<file path="config.mk">
export PLATFORM = sky130hd
export DESIGN_NAME = hazard_unit
export DESIGN_NICKNAME = d
export VERILOG_FILES = /design/src/rtl/fewcore_pkg.sv /design/src/rtl/hazard_match.sv /design/src/rtl/hazard_unit.sv
export SDC_FILE = /design/constraint.sdc
export NUM_CORES = 1
export LEC_CHECK = 0
export CAP_MARGIN = 40
export CORE_ASPECT_RATIO = 2
export CORE_MARGIN = 2
export CORE_UTILIZATION = 35
export CTS_CLUSTER_SIZE = 16
export DETAILED_ROUTE_END_ITERATION = 7
export MAX_ROUTING_LAYER = met4
export PLACE_DENSITY = 0.62
export SYNTH_ARGS = -nofsm -noshare
export SYNTH_HDL_FRONTEND = slang
export SYNTH_SLANG_ARGS = --single-unit
export TNS_END_PERCENT = 20
</file>
<file path="constraint.sdc">
create_clock -name clk -period 6.6 [get_ports clk]
set_input_delay 1.65 -clock clk [delete_from_list [all_inputs] [get_ports clk]]
set_output_delay 1.65 -clock clk [all_outputs]
set_load 0.02 [all_outputs]
</file>
<file path="src/rtl/fewcore_pkg.sv">
// Shared fewcore pipeline definitions: register addressing, tracker entry layout,
// forwarding-select encoding and the producer/reader match rule.
package fewcore_pkg;

  localparam int REG_AW = 5;
  localparam logic [REG_AW-1:0] REG_X0 = '0;

  // Forwarding select value meaning "read the register bank".
  localparam int FWD_SRC_BANK = 0;

  typedef struct packed {
    logic              valid;
    logic [REG_AW-1:0] rd;
    logic              wen;
    logic              is_load;
  } trk_entry_t;

  localparam int TRK_ENTRY_W = $bits(trk_entry_t);

  // x0 is hard-wired to zero, so a write to it can never feed a reader.
  function automatic logic ent_matches(input trk_entry_t e, input logic [REG_AW-1:0] rs);
    return e.valid & e.wen & (e.rd == rs) & (rs != REG_X0);
  endfunction

endpackage

</file>
<file path="src/rtl/hazard_match.sv">
// Youngest-producer priority encoder for one source operand: returns {hit, stage, is_load}.
// Purely combinational, zero latency; no backpressure of its own.
module hazard_match
  import fewcore_pkg::*;
#(
  parameter int DEPTH = 2,
  parameter int SEL_W = $clog2(DEPTH + 1)
) (
  input  logic [REG_AW-1:0]           rs,
  input  trk_entry_t [DEPTH-1:0]      ent,
  output logic                        hit,
  output logic [SEL_W-1:0]            k,
  output logic                        is_load
);

  // Walk oldest to youngest so the youngest (smallest stage) match is the one left standing.
  always_comb begin
    hit     = 1'b0;
    k       = SEL_W'(FWD_SRC_BANK);
    is_load = 1'b0;
    for (int i = DEPTH - 1; i >= 0; i--) begin
      if (ent_matches(ent[i], rs)) begin
        hit     = 1'b1;
        k       = SEL_W'(i + 1);
        is_load = ent[i].is_load;
      end
    end
  end

endmodule

</file>
<file path="src/rtl/hazard_unit.sv">
// Operand forwarding select, load-use stall and branch flush for the fewcore pipeline.
// Outputs combinational from decode + tracker; stall holds decode, flush discards it.
module hazard_unit #(
  parameter int REG_AW    = 5,
  parameter int FWD_DEPTH = 2,
  parameter int LOAD_LAT  = 1,
  parameter int CNT_W     = 16,
  parameter int FSEL_W    = $clog2(FWD_DEPTH + 1)
) (
  input  logic              clk,
  input  logic              reset,
  input  logic              dec_valid,
  input  logic [REG_AW-1:0] dec_rs1,
  input  logic [REG_AW-1:0] dec_rs2,
  input  logic [REG_AW-1:0] dec_rd,
  input  logic              dec_wen,
  input  logic              dec_is_load,
  input  logic              br_taken,
  output logic              stall,
  output logic              flush,
  output logic              issue,
  output logic [FSEL_W-1:0] fwd_rs1,
  output logic [FSEL_W-1:0] fwd_rs2,
  output logic [CNT_W-1:0]  stall_cnt,
  output logic [CNT_W-1:0]  flush_cnt
);

  import fewcore_pkg::*;

  if (FWD_DEPTH < 1) begin : g_chk_depth
    $fatal(1, "hazard_unit: FWD_DEPTH must be at least 1");
  end
  if (LOAD_LAT < 0 || LOAD_LAT > FWD_DEPTH - 1) begin : g_chk_lat
    $fatal(1, "hazard_unit: LOAD_LAT must lie in 0..FWD_DEPTH-1");
  end
  if (REG_AW != fewcore_pkg::REG_AW) begin : g_chk_aw
    $fatal(1, "hazard_unit: REG_AW must match the fewcore register file");
  end
  if (FSEL_W != $clog2(FWD_DEPTH + 1)) begin : g_chk_fsel
    $fatal(1, "hazard_unit: FSEL_W is derived and must not be overridden");
  end

  localparam logic [FSEL_W-1:0] LU_MAX_STAGE = FSEL_W'(LOAD_LAT);

  trk_entry_t                 trk_q [FWD_DEPTH];
  trk_entry_t [FWD_DEPTH-1:0] trk_vec;
  trk_entry_t                 dec_ent;

  logic              m1_hit, m1_ld, m2_hit, m2_ld;
  logic [FSEL_W-1:0] m1_k, m2_k;
  logic              lu_rs1, lu_rs2;

  logic [CNT_W-1:0]  stall_cnt_q, stall_cnt_d;
  logic [CNT_W-1:0]  flush_cnt_q, flush_cnt_d;

  always_comb begin
    dec_ent         = '0;
    dec_ent.valid   = 1'b1;
    dec_ent.rd      = dec_rd;
    dec_ent.wen     = dec_wen;
    dec_ent.is_load = dec_is_load;
    for (int i = 0; i < FWD_DEPTH; i++) begin
      trk_vec[i] = trk_q[i];
    end
  end

  // Stage 1 takes the decode instruction or a bubble; older stages just shift.
  for (genvar g = 0; g < FWD_DEPTH; g++) begin : g_trk
    if (g == 0) begin : g_head
      always_ff @(posedge clk) begin
        if (reset)      trk_q[0] <= '0;
        else if (issue) trk_q[0] <= dec_ent;
        else            trk_q[0] <= '0;
      end
    end else begin : g_tail
      always_ff @(posedge clk) begin
        if (reset) trk_q[g] <= '0;
        else       trk_q[g] <= trk_q[g-1];
      end
    end
  end

  hazard_match #(
    .DEPTH (FWD_DEPTH),
    .SEL_W (FSEL_W)
  ) u_match_rs1 (
    .rs      (dec_rs1),
    .ent     (trk_vec),
    .hit     (m1_hit),
    .k       (m1_k),
    .is_load (m1_ld)
  );

  hazard_match #(
    .DEPTH (FWD_DEPTH),
    .SEL_W (FSEL_W)
  ) u_match_rs2 (
    .rs      (dec_rs2),
    .ent     (trk_vec),
    .hit     (m2_hit),
    .k       (m2_k),
    .is_load (m2_ld)
  );

  // Load data is not ready until it has left stage LOAD_LAT.
  assign lu_rs1 = m1_hit & m1_ld & (m1_k <= LU_MAX_STAGE);
  assign lu_rs2 = m2_hit & m2_ld & (m2_k <= LU_MAX_STAGE);

  always_comb begin
    flush   = 1'b0;
    stall   = 1'b0;
    issue   = 1'b0;
    fwd_rs1 = FSEL_W'(FWD_SRC_BANK);
    fwd_rs2 = FSEL_W'(FWD_SRC_BANK);
    if (!reset) begin
      flush   = br_taken;
      stall   = dec_valid & ~br_taken & (lu_rs1 | lu_rs2);
      issue   = dec_valid & ~stall & ~flush;
      fwd_rs1 = m1_k;
      fwd_rs2 = m2_k;
    end
  end

  always_comb begin
    stall_cnt_d = stall_cnt_q;
    flush_cnt_d = flush_cnt_q;
    if (stall && (stall_cnt_q != {CNT_W{1'b1}})) stall_cnt_d = stall_cnt_q + 1'b1;
    if (flush && (flush_cnt_q != {CNT_W{1'b1}})) flush_cnt_d = flush_cnt_q + 1'b1;
  end

  always_ff @(posedge clk) begin
    if (reset) begin
      stall_cnt_q <= '0;
      flush_cnt_q <= '0;
    end else begin
      stall_cnt_q <= stall_cnt_d;
      flush_cnt_q <= flush_cnt_d;
    end
  end

  assign stall_cnt = stall_cnt_q;
  assign flush_cnt = flush_cnt_q;

endmodule
</file>
Yosys cells after proc, flatten, opt, wreduce, memory -nomap -nowiden
Memories as Yosys holds them, arrays and structs flattened. Index checks and enable logic that the tools add are counted.

Output and inout bits: 39. Bits of input ports: 21. Register bits after elaboration: 32. Memories kept: 1. Word-level logic and storage cells: 70. Memory bits (writable): 16.

Equality and inequality tests: 6. Bitwise logic cells: 24. $lt $le $gt $ge: 2. $add $sub $neg: 2. Muxes and demuxes: 29. Reductions and logical operators: 4.

Memories: trk_q (depth 2, width 8, rd ports 2, clocked after memory_dff 0, write ports 2, RTL line hazard_unit.sv:45) `trk_entry_t trk_q [FWD_DEPTH];`.

Operators by type and width (count): 16-bit by 1-bit adder with 16-bit output, second input constant (2); 16-bit != test, second input constant (2); 8-bit two-way mux (3); 5-bit equality test (4); 1-bit two-way mux (20); 1-bit AND (18); 2-bit two-way mux (6); 5-bit nonzero test (2); 2-bit by 1-bit less-or-equal comparator with 1-bit output, second input constant (2); 1-bit OR (4); 1-bit logical AND (2); 1-bit inverter (2).

Depth between registers and ports, before layout
An unclocked memory read counts as a cell.

Word-level depth: 19. Mapped depth: 8. Depth with buffers taken out: 7.

Cells and area by module
Synthesis repeated with hierarchy kept, for this count alone.

Cells, all modules: 286. Area, all modules: 2658.8 um^2.

Modules (own cells, without submodules): hazard_unit (area an instance 2296.0 um^2, cells each 238, times used 1, sequential area each 1041.0 um^2); hazard_match (area an instance 181.4 um^2, cells each 24, times used 2, sequential area each 0.0 um^2).

Worst setup path before layout
OpenSTA, ideal clock, no wires.

Kind: input to output. Start: in dec_rs1[1]. End: out fwd_rs1[1]. Required time: 4.950 ns. Arrival time: 3.195 ns. Stages on the path: 4. Path slack: 1.755 ns. Cells stage by stage: or4_1 nor2_1 nor4_4 nor4_1.

Word-level cells in the longest chain between the ends: 6.

RTL lines: start, declared (RTL line hazard_unit.sv:13) `input logic [REG_AW-1:0] dec_rs1,`; 5-bit equality test (RTL line fewcore_pkg.sv:22) `return e.valid & e.wen & (e.rd == rs) & (rs != REG_X0);`; 1-bit AND (2 in a row) (RTL line fewcore_pkg.sv:22); 2-bit two-way mux (RTL line hazard_match.sv:22) `if (ent_matches(ent[i], rs)) begin`; 2-bit two-way mux * (RTL line hazard_match.sv:22); 2-bit two-way mux * (RTL line hazard_unit.sv:115) `if (!reset) begin`; end, declared (RTL line hazard_unit.sv:22) `output logic [FSEL_W-1:0] fwd_rs1,`.

Mark *: on every way between the ends. The rest lies on a longest branch, timed or not.

Worst setup path in the final report
Start: in dec_rs1[1]. End: out issue.

Word-level cells in the longest chain between the ends: 13.

RTL lines: 5-bit equality test (RTL line fewcore_pkg.sv:22); 1-bit AND (2 in a row) (RTL line fewcore_pkg.sv:22); 2-bit two-way mux / 1-bit two-way mux (equally long branches) (2 in a row) (RTL line hazard_match.sv:22); 2-bit by 1-bit less-or-equal comparator with 1-bit output / 1-bit AND (equally long branches) (RTL line hazard_unit.sv:106) `assign lu_rs1 = m1_hit & m1_ld & (m1_k <= LU_MAX_STAGE);`; 1-bit AND * (RTL line hazard_unit.sv:106); 1-bit OR * (RTL line hazard_unit.sv:117) `stall = dec_valid & ~br_taken & (lu_rs1 | lu_rs2);`; 1-bit AND * (RTL line hazard_unit.sv:117); 1-bit inverter * (RTL line hazard_unit.sv:118) `issue = dec_valid & ~stall & ~flush;`; 1-bit AND * (2 in a row) (RTL line hazard_unit.sv:118); 1-bit two-way mux * (RTL line hazard_unit.sv:115); end, declared (RTL line hazard_unit.sv:21) `output logic issue,`.

Marked as above.

==> reports/qor.txt <==
run status - finished, final reports clean
Sum Neg Setup Slack - 0 ps
Die Height - 121 µm
maximum number of pins on one net before global-route repair - 26
synthesized instance count - 262
multi-input logic area - 1360 µm²
data required time of the critical path - 4950 ps
routed wl met3 - 230 µm
CTS max path bufs - 2
sum of met2 wire segment lengths after detailed routing - 3.15 mm
count of flip-flops with a built-in enable after synthesis - 8
I/O Pins - 60
clock tree from TritonCTS - done
number of filler cells placed in the layout - 683
number of pins exceeding their max-slew limit in the final report - 0
critical path startpoint category - input pin
initial cell density of the core - 36.2%
Synth-to-Final Area Change - 37.2%
worst skew pair latency - 290 ps
most frequent cells in the layout - sky130_fd_sc_hd__clkdlybuf4s50_1, sky130_fd_sc_hd__dfxtp_1, sky130_fd_sc_hd__nor2_1
final net count - 352
core box area - 6620 µm²
count of final setup violators - 0
total setup buffers inserted after CTS - 0
worst-case headroom to the max-slew limit - 62.4%
Maximum Capacitance Violations - 0
IO Port Bufs - 59
n_diodes - 0
PwrDens - 201 nW/µm²
most common cell after layout, fill and taps aside - sky130_fd_sc_hd__clkdlybuf4s50_1
global-route wire length before repair - 9.36 mm
cts hold-fix bufs - 0
total global routing track utilization - 16.2%
sum of overflow across all layers after global routing - 0
Die ar. - 7570 µm²
aggregate routed wire length - 5.66 mm
Max Clk Rate - 171 MHz
total DRC errors in the routed layout - 0
Initial DRC Count - 63
detailed-route wire length on metal 1 - 2.14 mm
leakage power - 1.10 nW
Avg WL per Cell - 13.5 µm
average instance area after synthesis - 9.16 µm²
TritonRoute pass-1 iters - 4
unrepaired setup endpoints after global routing - no
crit end category - output port
start-to-end type of the worst setup path - in2out
Main synth FF type - sky130_fd_sc_hd__dfxtp_1
number of global-route vias before repair - 2,031
Yosys warning count - 0
initial antenna violation count - 0
post-synthesis cell type count - 38
final critical-path share of the clock period - 88.5%
FFs w/ async S/R, synth - 0%
Root Buffer Master - sky130_fd_sc_hd__clkbuf_16
Inserted Clock Buffers - 5
data arrival at the endpoint of the critical path - 4190 ps
H-Tree Level Count - 2
via count of the routed design - 2,088
class of the worst hold path - reg2reg
flip-flop and latch count after synthesis - 47
area occupied by registers - 1020 µm²
clk sink count - 47
actual slew at the worst max-slew pin - 560 ps
Die X - 62.6 µm
share of post-route cells with drive strength above 1 - 5.45%
last weighted congestion value of the routability-driven placer - 0.794
max layer used - met4
maximum fanout along the worst path - 9
average via count per standard cell - 5.00
Setup Skew - 9.56 ps
floorplan row count - 42
post-route worst hold slack - 493 ps
clock transition time at the flip-flop clock pins of the worst setup and hold paths - 60 ps
sequential area share after synthesis - 42.5%
post-route minimum period - 5840 ps
number of nets with antenna violations after detailed routing - 0
synthesized cell area - 2400 µm²
worst-case vdd ir drop - 0.000150 V
CTS resizes - 0
hold violation count in the final report - 0
Post-DP HPWL - 4.36 mm
-- registers in the layout (all words and copies together), names as in the netlist --
name	cells
stall_cnt	16
flush_cnt	16
trk_q	15
-- metal layers --
layer | GRT usage, % | vias to the layer above
li1 | - | 1058
met5 | - | -
met1 | 15.4 | 981
met3 | 3.80 | 10
met4 | 8.61 | 0
met2 | 29.8 | 39
-- synth_stat cells (4+ instances only) --
master / count / share of area (%)
sky130_fd_sc_hd__dfxtp_1: 39 / 33
sky130_fd_sc_hd__nor2_1: 31 / 4.8
sky130_fd_sc_hd__xnor2_1: 24 / 8.8
sky130_fd_sc_hd__nand2_1: 14 / 2.2
sky130_fd_sc_hd__nand4_1: 14 / 3.6
sky130_fd_sc_hd__nor2b_1: 13 / 3.4
sky130_fd_sc_hd__xor2_1: 12 / 4.4
sky130_fd_sc_hd__o21ai_0: 11 / 2.3
sky130_fd_sc_hd__a21oi_1: 10 / 2.1
sky130_fd_sc_hd__or3_1: 10 / 2.6
sky130_fd_sc_hd__nand3_1: 9 / 1.9
sky130_fd_sc_hd__and2_1: 8 / 2.1
sky130_fd_sc_hd__edfxtp_1: 8 / 10
sky130_fd_sc_hd__and4_1: 6 / 2.2
sky130_fd_sc_hd__clkbuf_1: 6 / 0.94
sky130_fd_sc_hd__nor3_1: 6 / 1.3
sky130_fd_sc_hd__inv_1: 4 / 0.63
sky130_fd_sc_hd__or4_1: 4 / 1.3
-- metrics by stage --
step                      setup WS, ps  power, mW  instance area, µm²  util, %  instances
after floorplan                   1760      0.335                2430        -        269
after global placement             791      0.358                3110     46.9        410
after detailed placement           747      0.359                3110     46.9        410
after CTS                          745      0.669                3290     49.7        418
after global routing               567      0.684                3290     49.7        418
final                              758      0.663                3290     49.7        418
-- path summary, 6_finish.rpt --
check / cells after the start / startpoint / to / slack (ps)
worst min register to register: 1 / trk_q[0][1]$_SDFFCE_PP0P_ / trk_q[1][1]$_SDFF_PP0_ / 490
worst max register to register: 6 / trk_q[0][3]$_SDFFCE_PP0P_ / stall_cnt[8]$_SDFFE_PP0P_ / 4250
worst max-delay path: 7 / dec_rs1[1] / issue / 760
worst min-delay path: 1 / trk_q[0][1]$_SDFFCE_PP0P_ / trk_q[1][1]$_SDFF_PP0_ / 490
-- critical path: stages --
cell                              delay, ps
sky130_fd_sc_hd__clkdlybuf4s50_1        460
sky130_fd_sc_hd__or4_1                  570
sky130_fd_sc_hd__nor2_1                 220
sky130_fd_sc_hd__nor4_4                 120
sky130_fd_sc_hd__o21ai_0                210
sky130_fd_sc_hd__and4bb_2               330
sky130_fd_sc_hd__clkdlybuf4s50_1        630
-- power by group --
part | leakage, nW | switching [mW] | internal [mW]
logic | 0.613 | 0.0229 | 0.0265
registers | 0.397 | 0.00590 | 0.297
clock network | 0.0893 | 0.108 | 0.202
total | 1.10 | 0.137 | 0.526
-- layout make-up --
| cell class | count | area share (%) |
|---|---|---|
| well taps | 88 | 3.34 |
| repair buffers | 61 | 18.4 |
| flip-flops and latches | 47 | 31.0 |
| clock buffers | 7 | 4.68 |
| multi-input cells | 210 | 41.2 |
| inverters | 4 | 0.456 |
| clock inverters | 1 | 0.912 |
-- logic make-up after synthesis --
family / synth area share [%]
XOR/XNOR: 13.1
buffers and inverters: 2.03
flip-flops: 42.5
other: 0.156
adder cells (fa/ha/maj): 1.04
AND/OR/NAND/NOR: 31.3
multiplexers: 1.82
AO/OA/AOI/OAI: 7.93
(Power assumes the default switching activity.)
